File: config.mk
export PLATFORM = sky130hd
export DESIGN_NAME = uart_prog_loader_flat
export DESIGN_NICKNAME = d
export VERILOG_FILES = /design/src/rtl/uart_prog_loader_if.sv /design/src/rtl/uart_prog_loader.sv /design/src/flat_wrapper.sv
export SDC_FILE = /design/constraint.sdc
export NUM_CORES = 1
export LEC_CHECK = 0
export ABC_AREA = 1
export CAP_MARGIN = 20
export CORE_MARGIN = 5
export CORE_UTILIZATION = 35
export CTS_BUF_LIST = sky130_fd_sc_hd__clkbuf_16
export DETAILED_ROUTE_END_ITERATION = 10
export GPL_TIMING_DRIVEN = 0
export MAX_ROUTING_LAYER = met4
export PLACE_DENSITY = 0.56
export SETUP_SLACK_MARGIN = 0.5
export SLEW_MARGIN = 20
export SYNTH_ARGS = -nofsm -noshare
export SYNTH_HDL_FRONTEND = slang
export SYNTH_SLANG_ARGS = --single-unit
File: constraint.sdc
create_clock -name clk -period 1.9 [get_ports clk]
set_input_delay 0.285 -clock clk [delete_from_list [all_inputs] [get_ports clk]]
set_output_delay 0.285 -clock clk [all_outputs]
set_load 0.1 [all_outputs]
File: src/rtl/uart_prog_loader_if.sv
// Instruction-RAM write port driven by the program loader.
interface uart_prog_loader_if #(
    parameter int ADDR_W = 8
);
    logic              imem_we;
    logic [ADDR_W-1:0] imem_addr;
    logic [31:0]       imem_wdata;

    modport master (output imem_we, output imem_addr, output imem_wdata);
    modport slave  (input  imem_we, input  imem_addr, input  imem_wdata);
endinterface

File: src/rtl/uart_prog_loader.sv
// UART 8N1 receiver plus framed program-image loader for the instruction RAM.
// Frame: A5, LEN (0 = 256 words), 4*LEN data bytes MSB first, XOR checksum.
module uart_prog_loader #(
    parameter int CLKS_PER_BIT = 434,
    parameter int ADDR_W       = 8,
    parameter int TIMEOUT_CYC  = 5000000
) (
    input  logic              clk,
    input  logic              rst,
    input  logic              rxd_i,
    input  logic              load_en_i,
    output logic              cpu_hold_o,
    output logic              busy_o,
    output logic              done_o,
    output logic              err_o,
    output logic [ADDR_W:0]   words_loaded_o,
    uart_prog_loader_if.master imem
);
    localparam int CW = $clog2(CLKS_PER_BIT + 1);
    localparam int TW = $clog2(TIMEOUT_CYC + 1);
    localparam logic [CW-1:0] HALF_M1 = CW'(CLKS_PER_BIT / 2 - 1);
    localparam logic [CW-1:0] FULL_M1 = CW'(CLKS_PER_BIT - 1);
    localparam logic [TW-1:0] TMO_M1  = TW'(TIMEOUT_CYC - 1);

    typedef enum logic [1:0] {RX_IDLE, RX_START, RX_DATA, RX_STOP} rx_st_e;
    typedef enum logic [2:0] {LD_IDLE, LD_HDR, LD_LEN, LD_DATA, LD_CSUM, LD_DONE, LD_ERR} ld_st_e;

    // ---------------- UART receiver ----------------
    logic          rxd_s1_q, rxd_s2_q, rxd_s3_q;
    rx_st_e        rx_st_q, rx_st_d;
    logic [CW-1:0] cnt_q, cnt_d;
    logic [2:0]    bit_q, bit_d;
    logic [7:0]    sh_q, sh_d;
    logic          rx_fall, byte_valid, frame_err;

    // s3 is the previous synchronized sample, used only for edge detection
    assign rx_fall = rxd_s3_q & ~rxd_s2_q;

    always_comb begin
        rx_st_d    = rx_st_q;
        cnt_d      = cnt_q;
        bit_d      = bit_q;
        sh_d       = sh_q;
        byte_valid = 1'b0;
        frame_err  = 1'b0;
        unique case (rx_st_q)
            RX_IDLE: if (rx_fall) begin
                rx_st_d = RX_START;
                cnt_d   = '0;
            end
            RX_START: if (cnt_q == HALF_M1) begin
                cnt_d   = '0;
                bit_d   = '0;
                rx_st_d = rxd_s2_q ? RX_IDLE : RX_DATA;
            end else cnt_d = cnt_q + 1'b1;
            RX_DATA: if (cnt_q == FULL_M1) begin
                cnt_d = '0;
                sh_d  = {rxd_s2_q, sh_q[7:1]};
                bit_d = bit_q + 3'd1;
                if (bit_q == 3'd7) rx_st_d = RX_STOP;
            end else cnt_d = cnt_q + 1'b1;
            RX_STOP: if (cnt_q == FULL_M1) begin
                rx_st_d    = RX_IDLE;
                byte_valid = rxd_s2_q;
                frame_err  = ~rxd_s2_q;
            end else cnt_d = cnt_q + 1'b1;
            default: rx_st_d = RX_IDLE;
        endcase
    end

    always_ff @(posedge clk) begin
        if (rst) begin
            rxd_s1_q <= 1'b1;
            rxd_s2_q <= 1'b1;
            rxd_s3_q <= 1'b1;
            rx_st_q  <= RX_IDLE;
            cnt_q    <= '0;
            bit_q    <= '0;
            sh_q     <= '0;
        end else begin
            rxd_s1_q <= rxd_i;
            rxd_s2_q <= rxd_s1_q;
            rxd_s3_q <= rxd_s2_q;
            rx_st_q  <= rx_st_d;
            cnt_q    <= cnt_d;
            bit_q    <= bit_d;
            sh_q     <= sh_d;
        end
    end

    // ---------------- Loader ----------------
    ld_st_e            ld_st_q, ld_st_d;
    logic              done_q, done_d, err_q, err_d;
    logic [ADDR_W:0]   wl_q, wl_d, n_q, n_d;
    logic [7:0]        acc_q, acc_d;
    logic [23:0]       word_q, word_d;
    logic [1:0]        bidx_q, bidx_d;
    logic              we_q, we_d;
    logic [ADDR_W-1:0] addr_q, addr_d;
    logic [31:0]       wdata_q, wdata_d;
    logic [TW-1:0]     tmo_q, tmo_d;
    logic              tmo_active, timeout, go_err;

    assign tmo_active = (ld_st_q == LD_LEN) || (ld_st_q == LD_DATA) || (ld_st_q == LD_CSUM);
    assign timeout    = tmo_active && !byte_valid && (tmo_q == TMO_M1);

    always_comb begin
        ld_st_d = ld_st_q;
        done_d  = done_q;
        err_d   = err_q;
        wl_d    = wl_q;
        n_d     = n_q;
        acc_d   = acc_q;
        word_d  = word_q;
        bidx_d  = bidx_q;
        we_d    = 1'b0;
        addr_d  = addr_q;
        wdata_d = wdata_q;
        tmo_d   = (!tmo_active || byte_valid) ? '0 : tmo_q + 1'b1;
        go_err  = 1'b0;
        unique case (ld_st_q)
            LD_IDLE, LD_DONE, LD_ERR: if (load_en_i) begin
                ld_st_d = LD_HDR;
                done_d  = 1'b0;
                err_d   = 1'b0;
                wl_d    = '0;
                acc_d   = '0;
            end
            LD_HDR: begin
                if (frame_err) go_err = 1'b1;
                else if (byte_valid && sh_q == 8'hA5) ld_st_d = LD_LEN;
            end
            LD_LEN: begin
                if (frame_err || timeout) go_err = 1'b1;
                else if (byte_valid) begin
                    n_d     = (sh_q == 8'h00) ? (ADDR_W+1)'(256) : (ADDR_W+1)'(sh_q);
                    bidx_d  = '0;
                    ld_st_d = LD_DATA;
                end
            end
            LD_DATA: begin
                // wl_q already counts the word whose strobe is in flight, so the
                // exit happens only after that write cycle has completed
                if (frame_err || timeout) go_err = 1'b1;
                else if (wl_q == n_q) ld_st_d = LD_CSUM;
                else if (byte_valid) begin
                    acc_d  = acc_q ^ sh_q;
                    word_d = {word_q[15:0], sh_q};
                    bidx_d = bidx_q + 2'd1;
                    if (bidx_q == 2'd3) begin
                        we_d    = 1'b1;
                        addr_d  = wl_q[ADDR_W-1:0];
                        wdata_d = {word_q, sh_q};
                        wl_d    = wl_q + 1'b1;
                    end
                end
            end
            LD_CSUM: begin
                if (frame_err || timeout) go_err = 1'b1;
                else if (byte_valid) begin
                    if (sh_q == acc_q) begin
                        ld_st_d = LD_DONE;
                        done_d  = 1'b1;
                    end else go_err = 1'b1;
                end
            end
            default: ld_st_d = LD_IDLE;
        endcase
        if (go_err) begin
            ld_st_d = LD_ERR;
            err_d   = 1'b1;
        end
    end

    always_ff @(posedge clk) begin
        if (rst) begin
            ld_st_q <= LD_IDLE;
            done_q  <= 1'b0;
            err_q   <= 1'b0;
            wl_q    <= '0;
            n_q     <= '0;
            acc_q   <= '0;
            word_q  <= '0;
            bidx_q  <= '0;
            we_q    <= 1'b0;
            addr_q  <= '0;
            wdata_q <= '0;
            tmo_q   <= '0;
        end else begin
            ld_st_q <= ld_st_d;
            done_q  <= done_d;
            err_q   <= err_d;
            wl_q    <= wl_d;
            n_q     <= n_d;
            acc_q   <= acc_d;
            word_q  <= word_d;
            bidx_q  <= bidx_d;
            we_q    <= we_d;
            addr_q  <= addr_d;
            wdata_q <= wdata_d;
            tmo_q   <= tmo_d;
        end
    end

    assign busy_o         = (ld_st_q == LD_HDR) || tmo_active;
    assign cpu_hold_o     = busy_o || (ld_st_q == LD_ERR);
    assign done_o         = done_q;
    assign err_o          = err_q;
    assign words_loaded_o = wl_q;
    assign imem.imem_we    = we_q;
    assign imem.imem_addr  = addr_q;
    assign imem.imem_wdata = wdata_q;
endmodule
File: src/flat_wrapper.sv
// flat-port wrapper written by rule: the top's interface ports become plain ports
module uart_prog_loader_flat 
#(
    parameter int CLKS_PER_BIT = 434,
    parameter int ADDR_W       = 8,
    parameter int TIMEOUT_CYC  = 5000000
)
  (clk, rst, rxd_i, load_en_i, cpu_hold_o, busy_o, done_o, err_o, words_loaded_o, imem_imem_we, imem_imem_addr, imem_imem_wdata);
  uart_prog_loader_if #(.ADDR_W(ADDR_W)) imem_i ();
  input  logic clk;
  input  logic rst;
  input  logic rxd_i;
  input  logic load_en_i;
  output logic cpu_hold_o;
  output logic busy_o;
  output logic done_o;
  output logic err_o;
  output logic [ADDR_W:0] words_loaded_o;
  output wire logic [$bits(imem_i.imem_we)-1:0] imem_imem_we;
  output wire logic [$bits(imem_i.imem_addr)-1:0] imem_imem_addr;
  output wire logic [$bits(imem_i.imem_wdata)-1:0] imem_imem_wdata;
  assign imem_imem_we = imem_i.imem_we;
  assign imem_imem_addr = imem_i.imem_addr;
  assign imem_imem_wdata = imem_i.imem_wdata;
  uart_prog_loader #(.CLKS_PER_BIT(CLKS_PER_BIT), .ADDR_W(ADDR_W), .TIMEOUT_CYC(TIMEOUT_CYC)) u_core (.clk(clk), .rst(rst), .rxd_i(rxd_i), .load_en_i(load_en_i), .cpu_hold_o(cpu_hold_o), .busy_o(busy_o), .done_o(done_o), .err_o(err_o), .words_loaded_o(words_loaded_o), .imem(imem_i));
endmodule
==> results of run 1 <==
cell usage after synthesis (2+ instances only):
cell,number
nor2_4,4
xor2_1,9
or2_0,6
inv_1,95
and3_1,2
nor3_1,13
buf_2,11
nand2_2,9
or2_2,5
buf_6,6
o21ai_1,6
a21oi_1,94
ha_1,8
nor2_2,6
nand4_1,18
nand3_2,6
inv_2,7
clkbuf_1,11
nand2_1,132
o21ai_0,69
dfxtp_1,146
o21ai_2,21
nor2_1,74
buf_1,3
xnor2_1,9
o21a_1,2
nor4_1,3
nor3b_1,3
nand3_1,55
what timing repair did:
| item | CTS | global route |
|---|---|---|
| hold endpoints to repair | 0 | 0 |
| gates resized for setup | 413 | 236 |
| setup endpoints to repair | 199 | 162 |
| gates cloned | 2 | 9 |
| pin swaps | 19 | 47 |
| buffers inserted | 24 | 36 |
worst reg2reg max path, cell delays in order (launching register included):
cell and delay [ps]:
dfxtp_2 320, inv_2 70, ha_4 120, nand2_2 60
nor2_4 160, nand4_4 190, nor2_8 260, nand2_8 110
clkinv_8 110, nand2_8 90, buf_12 160, o21ai_4 130
routing by layer:
metal / part of all wire (%) / wire length [um]
met1: 47 / 8660
met2: 48 / 8730
met3: 3.4 / 632
met4: 1.7 / 314
met5: 0 / 0
how the worst max path moves through the flow:
stage	from	end	slack, ps
after global placement	u_core.ld_st_q[1]	busy_o	-540
after global routing	u_core.cnt_q[1]	u_core.ld_st_q[1]	-40
after CTS	u_core.ld_st_q[0]	busy_o	120
after floorplan	u_core.words_loaded_o[4]	u_core.imem.imem_addr[2]	180
final	u_core.cnt_q[1]	u_core.imem.imem_wdata[15]	70
after detailed placement	u_core.ld_st_q[0]	busy_o	-520
flip-flops by register name (all words and copies together) (netlist names), named ones only:
name,flops
u_core.sh_q,8
u_core.rxd_s3_q,1
u_core.bidx_q,2
u_core.tmo_q,23
u_core.cnt_q,9
u_core.acc_q,8
u_core.err_o,1
u_core.rxd_s1_q,1
u_core.rx_st_q,1
u_core.ld_st_q,3
u_core.word_q,24
u_core.rxd_s2_q,1
u_core.bit_q,3
u_core.n_q,9
u_core.imem.imem_we,1
u_core.done_o,1
u_core.words_loaded_o,9
u_core.imem.imem_wdata,32
u_core.imem.imem_addr,8
logic make-up after synthesis:
group,count (synthesis)
adders and majority gates,8
AOI/OAI and AO/OA,198
xor gates and xnor gates,18
buffers and inverters,135
DFF,146
and+or+nand+nor,341
power breakdown:
group | switching (mW) | internal [mW]
logic | 1.33 | 0.844
clock network | 1.55 | 1.89
registers | 0.111 | 3.14
total | 2.99 | 5.87
area by class of cell:
type	instances	area, um^2	share of cell area, %
well taps	229	287	2.91
clock buffers	17	425	4.32
plain buffers	31	305	3.10
flip-flops and latches	146	3010	30.6
repair buffers	127	1360	13.9
repair inverters	1	11.3	0.114
multi-input cells	565	3830	38.9
clock inverters	15	181	1.84
inverters	104	424	4.31
==> results by group, run 1 <==
Setup path
  – WS Path Type: register to register
  – Req. time, crit path: 2270 ps
  – CP bufs+invs: 3
  – Reg2Reg Setup Slack: 70 ps
  – R2r endpoint: u_core.imem.imem_wdata[15]
  – Delay-heaviest family, CP: simple AND/OR/NAND/NOR gates
  – Max FO, Critical Path: 10
  – Slowest-stage cell, CP: dfxtp_2
  – Crit path cell chain: inv_2, ha_4, nand2_2, nor2_4, nand4_4, nor2_8, nand2_8, clkinv_8, nand2_8, buf_12, o21ai_4
  – Levels on crit path: 11
  – Worst path most repeated cell: nand2_8
  – Worst stage delay on the critical path: 320 ps
  – Crit. End Element: register
  – Reg2reg start: u_core.cnt_q[1]
  – R2R cell count: 11
  – Worst path arrival time: 2200 ps
  – Startpoint Class: register

STA
  – FMAX: 546 MHz
  – Minimum clock period: 1830 ps
  – Worst hold slack: 420 ps
  – Fin. Hold Viols: 0
  – Slew @ Worst Pin: 887 ps
  – RSZ-0062 raised after global routing: true
  – Final worst slack: 67.1 ps
  – Final setup viols: 0
  – Slew HR: 40.9%
  – Clk_skew: 13.2 ps
  – Slew Viols, Final: 0
  – Crit share post-route: 96.5%
  – Setup TNS: 0 ps

Yosys
  – Area leader, netlist: dfxtp_1
  – Post-synthesis mux area share: 0%
  – Register area share after synthesis: 45.2%
  – Synth area leaders: dfxtp_1, nand2_1, a21oi_1
  – Main flop type after synthesis: dfxtp_1
  – Cell variety after synth: 42
  – Post-synth EDFFs: 0
  – Flip-flop and latch count after synthesis: 146
  – Synthesized area: 6470 um^2
  – Post-synth top area share: 45.2%
  – Synth Area in XOR/XNOR: 2.44%
  – Synth Area in Compound Gates: 16.9%
  – Syn_area_per_cell: 7.65 um^2
  – Post-Synth Simple-Gate Area: 25.1%
  – Mapped Nets: 858
  – Largest family of logic cells by synthesized area: simple AND/OR/NAND/NOR gates
  – Cells after Synth: 846
  – Async SR Flop Fraction: 0%
  – Synth Area in Adders: 1.55%
  – Ys Warns: 0

GRT
  – First-pass GRT wire length: 28,600 um
  – Met2 global-route usage: 25.5%
  – Vias in the first global route: 5,736
  – Initial antenna violation count: 0
  – Global routing's busiest layer: met2
  – Routing usage on met3: 3.43%
  – Gr usage total: 16.8%
  – Grt ovf: 0
  – Met1 usage: 22.4%
  – Largest net degree at the start of global routing: 18

Min path
  – Worst hold path type: register to register
  – Hold Path Origin: u_core.rxd_s1_q
  – Hold Crit Endpoint: u_core.rxd_s2_q
  – Cell depth of the worst hold path: 1

Cells and area
  – Inserted Diodes: 0
  – Commonest cells after routing, fill and taps aside: dfxtp_1, nand2_1, inv_1
  – Proportion of layout cells with a drive suffix above 1: 45.8%
  – Post-Layout Cell Count: 1,235
  – Most common cell after layout, fill and taps aside: dfxtp_1
  – Area Overhead vs Synth: 52.1%
  – Layout Nets: 1,005
  – Fin util: 54.4%
  – # fillers: 1,630
  – Final instance area: 9840 um^2

Routing
  – Remaining DRCs: 0
  – Vias per inst: 4.96
  – Final WL: 18,300 um
  – Total iterations of the first detailed-routing run: 4
  – Post-route ant nets: 0
  – Per-cell routed wire length: 14.9 um
  – DRT iter0 DRCs: 194
  – Vias post-DR: 6,125

Die
  – Core ar.: 18,100 um^2
  – DIE WIDTH: 146 um
  – Initial Util: 35.8%
  – Die ar.: 21,300 um^2
  – FP Rows: 49
  – Num ports: 58
  – Die Y: 146 um

Run status
  – Status: completed

Clocking
  – Clock Tree Root: clkbuf_16
  – CTS H-tree lvls: 4
  – Clk_lat worst skew: 440 ps
  – Clk slew on worst S/H paths: 70 ps
  – TritonCTS clock tree: built
  – Total CTS buffers: 17
  – Cts hold-fix bufs: 0
  – Clk buf depth: 2
  – CTS Sinks: 146

Placed design
  – Cell count after placement: 1,132
  – Post-Place Worst Slack: -523 ps
  – DP Area: 7570 um^2
  – GPL Wtd Cong: 0.850
  – IO Port Bufs: 57
  – Detailed placement HPWL: 12,000 um

Power
  – Power after layout: 8.86 mW
  – PwrDens: 900 nW/um^2
  – VDD IR-drop max: 0.611 mV
  – Lkg Pwr: 3.80 nW

Job
  – Max-cap violations: 0
Note: power is estimated with default switching activity, not from simulation.
==> run 2: changes to the inputs <==
--- a/config.mk
+++ b/config.mk
@@ -14,7 +14,7 @@
 export GPL_TIMING_DRIVEN = 0
 export MAX_ROUTING_LAYER = met4
 export PLACE_DENSITY = 0.56
-export SETUP_SLACK_MARGIN = 0.5
+export SETUP_SLACK_MARGIN = 0.05
 export SLEW_MARGIN = 20
 export SYNTH_ARGS = -nofsm -noshare
 export SYNTH_HDL_FRONTEND = slang
==> run 2 against run 1 <==
Net effect:
- largest power group unchanged
- die area is the same
- register-to-register slack gained 20 ps
- sequential cell count is the same
- final area shrank 14%
- sequential power is essentially flat
- core utilization shrank 7.4 points
- clock skew grew 7.2 ps
- count of clock-buffer cells in the layout is the same
- wire length shrank 8.7%
- combinational power shrank 26%
- critical path depth is the same
- power shrank 8.7%
==> results by group, run 2 (same netlist as run 1, synthesis figures left out) <==
Cells and area
  – Inserted Diodes: 0 (unchanged)
  – Fin util: 47.0% (-7.4 points)
  – Commonest cells after routing, fill and taps aside: dfxtp_1, nand2_1, a21oi_1
  – # fillers: 1,785 (+9.5%)
  – Proportion of layout cells with a drive suffix above 1: 26.4% (-19 points)
  – Layout Nets: 950 (-5.5%)
  – Most common cell after layout, fill and taps aside: dfxtp_1
  – Number of flip-flops in the largest register: 32 (unchanged)
  – Final instance area: 8500 um^2 (-14%)
  – Area Overhead vs Synth: 31.3%
  – Post-Layout Cell Count: 1,180 (-4.5%)

Setup path
  – Crit path cell chain: inv_2, ha_4, nand2_4, nor2_4, nand4_4, nor2_8, nand2_8, clkinv_8, nand2_8, buf_12, o21ai_2
  – WS Path Type: register to register
  – Startpoint Class: register
  – Max FO, Critical Path: 10 (unchanged)
  – Delay-heaviest family, CP: simple AND/OR/NAND/NOR gates
  – CP bufs+invs: 3 (unchanged)
  – Worst stage delay on the critical path: 330 ps (about the same)
  – Slowest-stage cell, CP: dfxtp_2
  – Req. time, crit path: 2260 ps (about the same)
  – Worst path most repeated cell: nand2_8
  – Crit. End Element: register
  – Worst path arrival time: 2170 ps (-30 ps)

STA
  – Slew Viols, Final: 0 (unchanged)
  – Slew @ Worst Pin: 570 ps (-317 ps)
  – RSZ-0062 raised after global routing: true
  – FMAX: 553 MHz (+1.3%)
  – Clk_skew: 20.4 ps (+7.24 ps)
  – Fin. Hold Viols: 0 (unchanged)
  – Crit share post-route: 95.2% (-1.3 points)
  – Setup TNS: 0 ps (unchanged)
  – Final setup viols: 0 (unchanged)
  – Slew HR: 62.0% (+21 points)
  – Minimum clock period: 1810 ps (-23.9 ps)

Routing
  – Vias per inst: 4.94 (-0.43%)
  – DRT iter0 DRCs: 402 (+110%)
  – Post-route ant nets: 0 (unchanged)
  – Total iterations of the first detailed-routing run: 4 (unchanged)
  – Final WL: 16,700 um (-8.7%)
  – Vias post-DR: 5,827 (-4.9%)
  – Remaining DRCs: 0 (unchanged)
  – Per-cell routed wire length: 14.2 um (-4.5%)

Power
  – Flop pwr share: 40.0% (+3.4 points)
  – PwrDens: 952 nW/um^2 (+5.8%)
  – Sw Share: 32.3% (-1.5 points)
  – NetSw: 2.61 mW (-13%)
  – Cell-internal power: 5.48 mW (-6.6%)
  – Clock share of power: 40.2% (+1.4 points)
  – Combinational Power Share: 19.8% (-4.7 points)
  – VDD IR-drop max: 0.560 mV (-8.4%)
  – Lkg Pwr: 3.20 nW (-16%)

Job
  – Max-cap violations: 0 (unchanged)

Die
  – Core ar.: 18,100 um^2 (unchanged)
  – Num ports: 58 (unchanged)
  – FP Rows: 49 (unchanged)
  – Die Y: 146 um (unchanged)
  – Initial Util: 35.8% (unchanged)
  – Die ar.: 21,300 um^2 (unchanged)
  – DIE WIDTH: 146 um (unchanged)

GRT
  – Largest net degree at the start of global routing: 17 (-1)
  – First-pass GRT wire length: 27,600 um (-3.5%)
  – Gr usage total: 16.3% (-0.51 points)
  – Vias in the first global route: 5,314 (-7.4%)
  – Initial antenna violation count: 0 (unchanged)
  – Grt ovf: 0 (unchanged)

Clocking
  – Total CTS buffers: 17 (unchanged)
  – CTS H-tree lvls: 4 (unchanged)
  – Clock Tree Root: clkbuf_16
  – TritonCTS clock tree: built
  – Cts hold-fix bufs: 0 (unchanged)
  – Clk_lat worst skew: 430 ps (about the same)
  – Clk buf depth: 2 (unchanged)
  – CTS Sinks: 146 (unchanged)
  – Clk slew on worst S/H paths: 60 ps (about the same)

Run status
  – Status: completed

Placed design
  – Detailed placement HPWL: 11,900 um (about the same)
  – DP Area: 7350 um^2 (-2.9%)
  – IO Port Bufs: 57 (unchanged)
  – GPL Wtd Cong: 0.819 (-3.7%)
  – Cell count after placement: 1,132 (unchanged)

Min path
  – Worst hold path type: register to register
==> run 2: worst paths after layout <==
check,from,end,slack [ps],cells past startpoint
setup reg to reg,u_core.cnt_q[1],u_core.imem.imem_wdata[4],90,11
setup / recovery,u_core.cnt_q[1],u_core.imem.imem_wdata[4],90,11
hold reg to reg,u_core.rxd_s1_q,u_core.rxd_s2_q,410,1
hold / removal,u_core.rxd_s1_q,u_core.rxd_s2_q,410,1
==> run 2: power groups by stage <==
| stage | combinational [mW] | sequential, mW | clock [mW] |
|---|---|---|---|
| finish | 1.60 | 3.24 | 3.25 |
| global route | 1.76 | 3.24 | 3.46 |
| CTS | 1.44 | 3.21 | 3.32 |
| detailed placement | 1.33 | 3.27 | 0 |
| global placement | 1.33 | 3.27 | 0 |
| floorplan | 0.897 | 3.38 | 0 |
==> run 2: per-stage QoR <==
| stage | total power, mW | hold slack [ps] | worst slack, ps |
|---|---|---|---|
| 2_1_floorplan | 4.28 | 389 | 61.5 |
| 3_3_place_gp | 4.60 | 396 | -609 |
| 3_5_place_dp | 4.60 | 395 | -583 |
| 4_1_cts | 7.97 | 413 | 16.5 |
| 5_1_grt | 8.46 | 424 | -68.2 |
| 6_report | 8.09 | 410 | 91.0 |
==> run 2: timing repair <==
action                     in CTS  in global routing
buffers inserted                4                 13
resized for setup             198                 90
gates cloned                    0                  1
setup endpoints to repair     138                124
pin swaps                       4                 16
==> run 2: worst reg2reg max path, delay by kind of cell, from the launching register on <==
family                   cells  cell delay (ps)
AND/OR/NAND/NOR              6              850
buffers and inverters        3              330
adder cells (fa/ha/maj)      1              130
flip-flops                   1              330
AO/OA/AOI/OAI                1              100
==> run 2: per-layer routing <==
| metal | global-route usage (%) | up-vias | wire, um |
|---|---|---|---|
| met5 | - | - | 0 |
| met4 | 5.22 | 0 | 191 |
| met3 | 2.93 | 15 | 507 |
| met2 | 23.7 | 104 | 7550 |
| met1 | 22.9 | 2716 | 8490 |
| li1 | - | 2992 | - |
==> run 2: layout make-up <==
class / count / area [um^2] / share of cell area [%]
tap: 229 / 287 / 3.37
multi-input combinational: 565 / 3240 / 38.2
timing repair buffer: 75 / 800 / 9.41
clock inverter: 15 / 145 / 1.71
sequential: 146 / 2970 / 34.9
buffer: 29 / 218 / 2.56
clock buffer: 17 / 425 / 5.01
inverter: 104 / 412 / 4.85
